$ cat src/rtl/ipd_pkg.sv
// Shared definitions for the multi-channel I-PD servo sequencer.
//   - default widths and channel count
//   - sequencer state encoding
//   - sat_signed(): clamp a signed value to the range of a narrower signed width
package ipd_pkg;

  localparam int unsigned WDef    = 20;
  localparam int unsigned FracDef = 12;
  localparam int unsigned NchDef  = 4;

  // Working width of the saturation helper; callers sign-extend into it.
  localparam int unsigned SatMaxW = 64;

  typedef enum logic [2:0] {
    StIdle,
    StLoad,
    StMulI,
    StMulP,
    StMulD,
    StSat
  } state_e;

  // Clamp v to [-2^(bits-1), 2^(bits-1)-1].
  function automatic logic signed [SatMaxW-1:0] sat_signed(
    input logic signed [SatMaxW-1:0] v,
    input int unsigned               bits
  );
    logic signed [SatMaxW-1:0] one;
    logic signed [SatMaxW-1:0] hi;
    logic signed [SatMaxW-1:0] lo;
    one = 1;
    hi  = (one <<< (bits - 1)) - one;
    lo  = -hi - one;
    if (v > hi) begin
      return hi;
    end else if (v < lo) begin
      return lo;
    end
    return v;
  endfunction

endpackage

$ cat src/rtl/ipd_mac.sv
// Shared signed multiply-accumulate for the I-PD sequencer (combinational).
//   acc   in  ACCW  running accumulator
//   gain  in  W     signed gain
//   opnd  in  W+2   signed error / difference term
//   sub   in  1     1: res = acc - gain*opnd, 0: res = acc + gain*opnd
//   res   out ACCW  result
module ipd_mac #(
  parameter int unsigned W    = 20,
  parameter int unsigned ACCW = 2 * W + 3
) (
  input  logic signed [ACCW-1:0] acc,
  input  logic signed [W-1:0]    gain,
  input  logic signed [W+1:0]    opnd,
  input  logic                   sub,
  output logic signed [ACCW-1:0] res
);

  localparam int unsigned PW = 2 * W + 2;

  logic signed [PW-1:0]   prod;
  logic signed [ACCW-1:0] prod_x;

  assign prod   = PW'(gain) * PW'(opnd);
  assign prod_x = ACCW'(prod);
  assign res    = sub ? (acc - prod_x) : (acc + prod_x);

endmodule

$ cat src/rtl/ipd_mc_seq.sv
// Time-multiplexed multi-channel I-PD controller (velocity form, one shared MAC).
// Each accepted request updates u[ch] += ki*e - kp*dy - kd*d2y, clamps the stored
// accumulator and publishes the integer part of u.
//   clk      in  1      clock, rising edge
//   rst      in  1      asynchronous active-low reset
//   start    in  1      request pulse, taken only while busy=0
//   ch       in  CHW    requested channel
//   skip_en  in  1      skip the update when y equals the channel's previous y
//   r, y     in  W      setpoint / measurement (signed)
//   ki,kp,kd in  W      gains Q(W-FRAC).FRAC, sampled at accept
//   busy     out 1      computation in progress
//   done     out 1      one-cycle result strobe
//   ch_out   out CHW    channel of the presented result
//   u_out    out W-FRAC saturated, truncated control word
//   err      out 1      one-cycle pulse after a request with ch>=NCH
module ipd_mc_seq
  import ipd_pkg::*;
#(
  parameter int unsigned W    = WDef,
  parameter int unsigned FRAC = FracDef,
  parameter int unsigned NCH  = NchDef,
  localparam int unsigned CHW  = (NCH > 1) ? $clog2(NCH) : 1,
  localparam int unsigned ACCW = 2 * W + 3,
  localparam int unsigned UW   = W - FRAC
) (
  input  logic                 clk,
  input  logic                 rst,
  input  logic                 start,
  input  logic [CHW-1:0]       ch,
  input  logic                 skip_en,
  input  logic signed [W-1:0]  r,
  input  logic signed [W-1:0]  y,
  input  logic signed [W-1:0]  ki,
  input  logic signed [W-1:0]  kp,
  input  logic signed [W-1:0]  kd,
  output logic                 busy,
  output logic                 done,
  output logic [CHW-1:0]       ch_out,
  output logic signed [UW-1:0] u_out,
  output logic                 err
);

  localparam int unsigned EW = W + 2;

  state_e state_q, state_d;

  logic [CHW-1:0]        ch_q, ch_out_q;
  logic signed [W-1:0]   r_q, y_q, ki_q, kp_q, kd_q;
  logic                  skip_en_q, skip_q;
  logic signed [EW-1:0]  e_q, dy_q, d2y_q;
  logic signed [ACCW-1:0] acc_q;
  logic signed [UW-1:0]  u_q;
  logic                  err_q;

  logic signed [ACCW-1:0] acc_mem [NCH];
  logic signed [W-1:0]    y1_mem  [NCH];
  logic signed [W-1:0]    y2_mem  [NCH];

  logic                   ch_ok, can_take, accept, reject, skip_hit;
  logic signed [W-1:0]    y1_cur, y2_cur;
  logic signed [EW-1:0]   r_x, y_x, y1_x, y2_x;
  logic signed [W-1:0]    mac_gain;
  logic signed [EW-1:0]   mac_opnd;
  logic                   mac_sub;
  logic signed [ACCW-1:0] mac_res;
  logic signed [SatMaxW-1:0] acc_wide;
  logic signed [ACCW-1:0] acc_sat;
  logic signed [UW-1:0]   u_now;

  // SAT is also an accepting state so a new request can ride on the done cycle.
  assign ch_ok    = (32'(ch) < NCH);
  assign can_take = (state_q == StIdle) || (state_q == StSat);
  assign accept   = start && can_take && ch_ok;
  assign reject   = start && can_take && !ch_ok;

  assign y1_cur   = y1_mem[ch_q];
  assign y2_cur   = y2_mem[ch_q];
  assign r_x      = EW'(r_q);
  assign y_x      = EW'(y_q);
  assign y1_x     = EW'(y1_cur);
  assign y2_x     = EW'(y2_cur);
  assign skip_hit = skip_en_q && (y_q == y1_cur);

  always_comb begin
    mac_gain = ki_q;
    mac_opnd = e_q;
    mac_sub  = 1'b0;
    case (state_q)
      StMulP: begin
        mac_gain = kp_q;
        mac_opnd = dy_q;
        mac_sub  = 1'b1;
      end
      StMulD: begin
        mac_gain = kd_q;
        mac_opnd = d2y_q;
        mac_sub  = 1'b1;
      end
      default: ;
    endcase
  end

  ipd_mac #(
    .W    (W),
    .ACCW (ACCW)
  ) u_mac (
    .acc  (acc_q),
    .gain (mac_gain),
    .opnd (mac_opnd),
    .sub  (mac_sub),
    .res  (mac_res)
  );

  // The accumulator is Q(W-FRAC).FRAC, the same format as u, so clamping to W bits
  // makes the integer part saturate at the limits of u_out and bounds the stored
  // state (anti-windup).
  assign acc_wide = sat_signed(SatMaxW'(acc_q), W);
  assign acc_sat  = ACCW'(acc_wide);
  assign u_now    = acc_sat[FRAC +: UW];

  always_comb begin
    state_d = state_q;
    unique case (state_q)
      StIdle, StSat: state_d = accept ? StLoad : StIdle;
      StLoad:        state_d = skip_hit ? StSat : StMulI;
      StMulI:        state_d = StMulP;
      StMulP:        state_d = StMulD;
      StMulD:        state_d = StSat;
      default:       state_d = StIdle;
    endcase
  end

  assign busy   = (state_q == StLoad) || (state_q == StMulI) ||
                  (state_q == StMulP) || (state_q == StMulD);
  assign done   = (state_q == StSat);
  assign u_out  = done ? u_now : u_q;
  assign ch_out = done ? ch_q : ch_out_q;
  assign err    = err_q;

  always_ff @(posedge clk or negedge rst) begin
    if (!rst) begin
      state_q   <= StIdle;
      ch_q      <= '0;
      r_q       <= '0;
      y_q       <= '0;
      ki_q      <= '0;
      kp_q      <= '0;
      kd_q      <= '0;
      skip_en_q <= 1'b0;
      skip_q    <= 1'b0;
      e_q       <= '0;
      dy_q      <= '0;
      d2y_q     <= '0;
      acc_q     <= '0;
      u_q       <= '0;
      ch_out_q  <= '0;
      err_q     <= 1'b0;
      for (int unsigned i = 0; i < NCH; i++) begin
        acc_mem[i] <= '0;
        y1_mem[i]  <= '0;
        y2_mem[i]  <= '0;
      end
    end else begin
      state_q <= state_d;
      err_q   <= reject;
      if (accept) begin
        ch_q      <= ch;
        r_q       <= r;
        y_q       <= y;
        ki_q      <= ki;
        kp_q      <= kp;
        kd_q      <= kd;
        skip_en_q <= skip_en;
      end
      case (state_q)
        StLoad: begin
          acc_q  <= acc_mem[ch_q];
          e_q    <= r_x - y_x;
          dy_q   <= y_x - y1_x;
          d2y_q  <= y_x - (y1_x <<< 1) + y2_x;
          skip_q <= skip_hit;
        end
        StMulI, StMulP, StMulD: acc_q <= mac_res;
        StSat: begin
          acc_mem[ch_q] <= acc_sat;
          if (!skip_q) begin
            y2_mem[ch_q] <= y1_cur;
            y1_mem[ch_q] <= y_q;
          end
          u_q      <= u_now;
          ch_out_q <= ch_q;
        end
        default: ;
      endcase
    end
  end

endmodule

$ cat config.mk
export PLATFORM = sky130hd
export DESIGN_NAME = ipd_mc_seq
export DESIGN_NICKNAME = d
export VERILOG_FILES = /design/src/rtl/ipd_pkg.sv /design/src/rtl/ipd_mac.sv /design/src/rtl/ipd_mc_seq.sv
export SDC_FILE = /design/constraint.sdc
export NUM_CORES = 2
export LEC_CHECK = 0
export ABC_AREA = 1
export BUFFER_PORTS_ARGS = -buffer_cell sky130_fd_sc_hd__buf_2
export CAP_MARGIN = 20
export CORE_MARGIN = 5
export CORE_UTILIZATION = 35
export DETAILED_ROUTE_END_ITERATION = 16
export PLACE_DENSITY = 0.49
export SYNTH_ARGS = -nofsm -noshare
export SYNTH_HDL_FRONTEND = slang
export SYNTH_HIERARCHICAL = 1
export SYNTH_SLANG_ARGS = --single-unit
$ cat constraint.sdc
create_clock -name clk -period 8.9 [get_ports clk]
set_input_delay 0.89 -clock clk [delete_from_list [all_inputs] [get_ports clk]]
set_output_delay 0.89 -clock clk [all_outputs]
set_load 0.02 [all_outputs]
After elaboration in Yosys (flattened, before gate mapping)
Index checks and enable logic that the tools add are counted.
- bits in registers: 558
- bits in latches: 0
- memory bits (writable): 0
- bits in read-only memories: 0
- input bits: 106
- output and inout bits: 13
- memories: 0
- $add $sub $neg: 6
- multipliers: 1
- divide/modulo/power cells: 0
- magnitude comparators: 4
- equal/unequal tests: 6
- shift-type cells: 0
- mux-type cells: 31
- bitwise logic cells: 2
- reductions and logical operators: 13
- operators by type and width (cell ; count):
    $mux W43 ; 7
    $bwmux W172 ; 1
    $bwmux W80 ; 2
    $mux W20 ; 5
    $bmux W43 S2 ; 1
    $demux W43 S2 ; 1
    $pmux W43 S2 ; 1
    $bmux W20 S2 ; 2
    $pmux W22 S2 ; 1
    $add A43 B42 Y43 ; 1
    $gt A43 B20 Y1 const B ; 1
    $lt A43 B20 Y1 const B ; 1
    $sub A43 B42 Y43 ; 1
    $mul A20 B22 Y42 ; 1
    $sub A20 B20 Y21 ; 2
    $demux W20 S2 ; 1
    $pmux W20 S2 ; 1
    $add A22 B20 Y22 ; 1
    $sub A20 B21 Y22 ; 1
    $eq A20 B20 Y1 ; 1
    $pmux W3 S5 ; 1
    $mux W8 ; 1
    $eq A3 B2 Y1 const B ; 2
    $eq A3 B3 Y1 const B ; 2
    other kinds (15) ; 24

Logic depth before layout (Yosys ltp)
- depth after elaboration: 8
- mapped depth: 61

Cells and area by module
Netlist, hierarchy kept.
- by module, submodules not included (module ; instances ; cells an instance ; area an instance (sq um) ; sequential area each (sq um)):
    ipd_mc_seq ; 1 ; 3438 ; 28392.2 ; 13913.3
    ipd_mac ; 1 ; 3223 ; 22272.6 ; 0.0

Least setup slack after synthesis
No wires, ideal clock.
- path kind: register to register
- from: register state_q[1]
- to: register acc_q[42]
- data arrival time: 9.514 ns
- data required time: 8.771 ns
- path slack: -0.743 ns
- cell stages (with the launch flop): 54
- cell sequence: dfrtp_1 -> buf_2 -> nor2_2 -> nand2_1 -> nand2_1 -> clkinv_1 -> clkbuf_1 -> nand2_1 -> nand3_1 -> clkbuf_1 -> nand2_1 -> inv_1 -> fa_1 -> fa_1 -> fa_1 -> inv_1 -> fa_1 -> inv_1 -> (+18 left out) -> nor2_1 -> xnor2_1 -> inv_1 -> ha_1 -> nand2_1 -> nor2_1 -> inv_1 -> nor3_1 -> nand2_1 -> nor2_1 -> nand2_1 -> nand3_1 -> xor2_1 -> nand2_1 -> nand2_1 -> inv_1 -> o21ai_0 -> o22ai_1
- elaborated cells on any way between the ends: 15
- RTL lines (element ; RTL line ; text):
    from (decl) ; ipd_mc_seq.sv:45 ; state_e state_q, state_d;
    from (signal assigned) ; ipd_mc_seq.sv:142 ; state_q <= StIdle;
    from (signal assigned) ; ipd_mc_seq.sv:164 ; state_q <= state_d;
    $eq A3 B2 Y1 or $eq A3 B3 Y1 (tied branches) ; ipd_mc_seq.sv:88 ; case (state_q)
    $reduce_or A2 Y1 (no source line) (*) ; - ;
    $mux W1 (*) ; ipd_mc_seq.sv:88 ;
    via mac_sub ; ipd_mc_seq.sv:64 ; logic mac_sub;
    $mux W43 (*) ; ipd_mac.sv:25 ; assign res = sub ? (acc - prod_x) : (acc + prod_x);
    via mac_res[42] ; ipd_mc_seq.sv:65 ; logic signed [ACCW-1:0] mac_res;
    $pmux W43 S2 (*) ; ipd_mc_seq.sv:175 ; case (state_q)
    to (signal assigned) ; ipd_mc_seq.sv:177 ; acc_q <= acc_mem[ch_q];
    to (signal assigned) ; ipd_mc_seq.sv:183 ; StMulI, StMulP, StMulD: acc_q <= mac_res;
    to (decl) ; ipd_mc_seq.sv:51 ; logic signed [ACCW-1:0] acc_q;
Mark *: on every way through the listed nets, which the timed path passes. The rest lies on a longest branch.
A chain may end at the register's enable or synchronous reset.

Final worst setup path
- from: register state_q[0]
- to: register acc_q[37]
Same word-level chain as after synthesis.

==> impl_metrics.yaml <==
clock_tree:
  htree_levels: 3
  cts_tree: "yes"
  cts_buffers: 68
  root_buffer: "clkbuf_16"
  clk_pin_slew_worst_paths_ps: 60
  clkLatencyLatePin_ps: 660
  cts_buffer_depth: 3
  clock-sinks: 556
  cts_hold_buf: 0
floorplanning:
  io_pins: 119
  die_h_um: 390
  die_area_um2: 152000
  dieWidth_um: 390
  core_um2: 144000
  floorplan.initialDensity_pct: 35.3
  rows: 139
place:
  io_buffer_count: 117
  gp_congestion: 0.875
  dp_hpwl_mm: 129
synth:
  yosysUniqueCellTypes: 59
  synth.top_cells.by_count: "nand2_1 (2041), inv_1 (1339), dfrtp_1 (556)"
  synthTopCellsByArea: "dfrtp_1 (27%), fa_1 (19%), nand2_1 (15%)"
  synthArstFlopShare_pct: 100
  synth_area_leader_cell: "dfrtp_1"
  netlist_area_um2: 50700
  synth.most_common_cell: "nand2_1"
  synth.avg_cell_area_um2: 7.61
  synthFlopType: "dfrtp_1"
  yosysTopAreaCellShare_pct: 27.5
  synth-edff-count: 0
  ys_warn_count: 6
  synth_nets: 7461
  ys_seq_elements: 556
  yosysSeqAreaShare_pct: 27.5
  syn-instance-count: 6661
critical_path:
  crit_required_ps: 9370
  cp_slowest_cell: "fa_1"
  endpoint_kind: "flop"
  cp.arrival_ps: 9920
  start_kind: "flop"
  path_buf_inv: 12
  path_common_cell: "fa_1"
  crit_family: "adder cells"
  cpPeakStageDelay_ps: 580
  crit_type: "flop to flop"
  cp_max_fo: 17
route:
  ant_nets: 0
  via_per_inst: 4.81
  wire_per_inst_um: 18.0
  drc: 0
  drtIter0Drc: 2909
  drt_wl_total_mm: 167
  vias: 44700
  firstDrtPassIters: 5
sta:
  worst_slew_margin_rel_pct: 22.6
  tightest_slew_ps: 1150
  grt_setup_unrepaired: "true"
  drv_slew: 0
  fin_tns_setup_ps: -8620
  hold_violations: 0
  period_share_pct: 106
  clock_skew_ps: 41.4
  period_minus_slack_ps: 9460
  setup_viol: 23
  max_freq_mhz: 106
  finalWorstSetupSlack_ps: -556
grt:
  grt_usage_pct: 22.0
  antenna_found_initial: 2
  grt_max_degree: 148
  grt_overflow: 0
  grt_pass1_vias: 45800
  grt_pass1_wl_mm: 264
run_status:
  violations: "negative setup slack"
  status: "finished with violations"
hold_path:
  min_path_type: "input port to asynchronous set/reset pin"
final_layout:
  syn2layout_area_growth_pct: 26.0
  drive_gt1_share_pct: 21.4
  nNetsFinal: 8132
job:
  maxCapViolations: 0
-- cell type report --
type,instances,area [um2]
inverter,1375,5180
clock inverter,20,335
antenna,1,2.50
multi-input combinational,4468,32900
fill,14600,79800
timing repair buffer,863,7160
tap,1903,2380
clock buffer,105,2020
sequential,556,13900
-- flip-flops by register name, summed over array words and instances (netlist names) --
register	cells
acc_mem	172
acc_q	43
ch_out_q	2
ch_q	2
d2y_q	22
dy_q	21
e_q	21
kd_q	20
ki_q	20
kp_q	20
r_q	20
skip_en_q	1
skip_q	1
state_q	3
u_q	8
y1_mem	80
y2_mem	80
y_q	20
-- per-stage QoR --
step	setup WS (ps)	hold slack (ps)	cell area (um2)	utilization, %	std cells
after detailed placement	-1290	458	58500	40.7	9086
after CTS	-634	272	62600	43.6	9261
after global routing	-1080	323	63900	44.5	9290
final	-556	276	63900	44.5	9291
after floorplan	9.58	442	50900	-	6661
after global placement	-1280	454	58500	40.7	9086
-- placed cells by master, fill, tap and decap left out, drive strengths merged, types with 2 or more instances in the layout --
master    instances
clkinv           14
nor4              6
dfrtp           556
and2              3
nor2            325
fa              479
bufinv            4
a31oi            13
buf             861
a21oi           177
o211ai            7
o22ai            40
xnor2            56
nor3b             2
xor2             63
o221ai            5
inv            1374
or2              10
clkbuf          107
o2111ai          15
o21bai           18
a21o              3
o21ai           344
mux2             79
nand2          2080
ha              215
a22o             19
a221oi           24
nand4           106
a22oi            20
o21a              8
nor3             29
nand3b           31
nand3           285
clkinvlp          3
-- routing by layer --
layer	vias up	part of all wire, %	GRT usage, %
li1	21700	-	-
met4	2	2.6	5.47
met2	879	47	36.7
met3	222	4.5	2.79
met1	21900	46	30.6
met5	-	0.0084	0
-- final timing paths --
check | cells past startpoint | slack (ps) | startpoint | end
worst max register to register | 49 | -560 | state_q[0] | acc_q[37]
worst min register to register | 2 | 470 | acc_mem[106] | acc_mem[106]
max in group asynchronous | 3 | 6890 | rst | acc_q[39]
min in group clk | 2 | 460 | r[13] | r_q[13]
worst max-delay path | 49 | -560 | state_q[0] | acc_q[37]
worst min-delay path | 1 | 280 | rst | acc_mem[94]
-- logic make-up (layout without fill, tap and decap cells) --
| family | count (synthesis) | count (layout) | share of synthesized area [%] |
|---|---|---|---|
| simple gates | 2878 | 2878 | 23.7 |
| buf+inv | 1637 | 2363 | 12.4 |
| compound gates | 697 | 697 | 7.80 |
| fa+ha+maj | 694 | 694 | 24.2 |
| flops | 556 | 556 | 27.5 |
| xor+xnor | 119 | 119 | 2.12 |
| mux | 79 | 79 | 2.27 |
| other cells | 1 | 2 | 0.00740 |
-- timing repair --
item | 4_1_cts | 5_1_grt
setup buffers | 50 | 26
pin swaps | 114 | 186
resized for setup | 308 | 217
gates cloned | 0 | 2
hold endpoints to repair | 0 | 0
endpoints found under the setup margin | 29 | 32
Power is not shown: default switching activity piles up to over one toggle a cycle in this logic, so the estimate is an artifact.
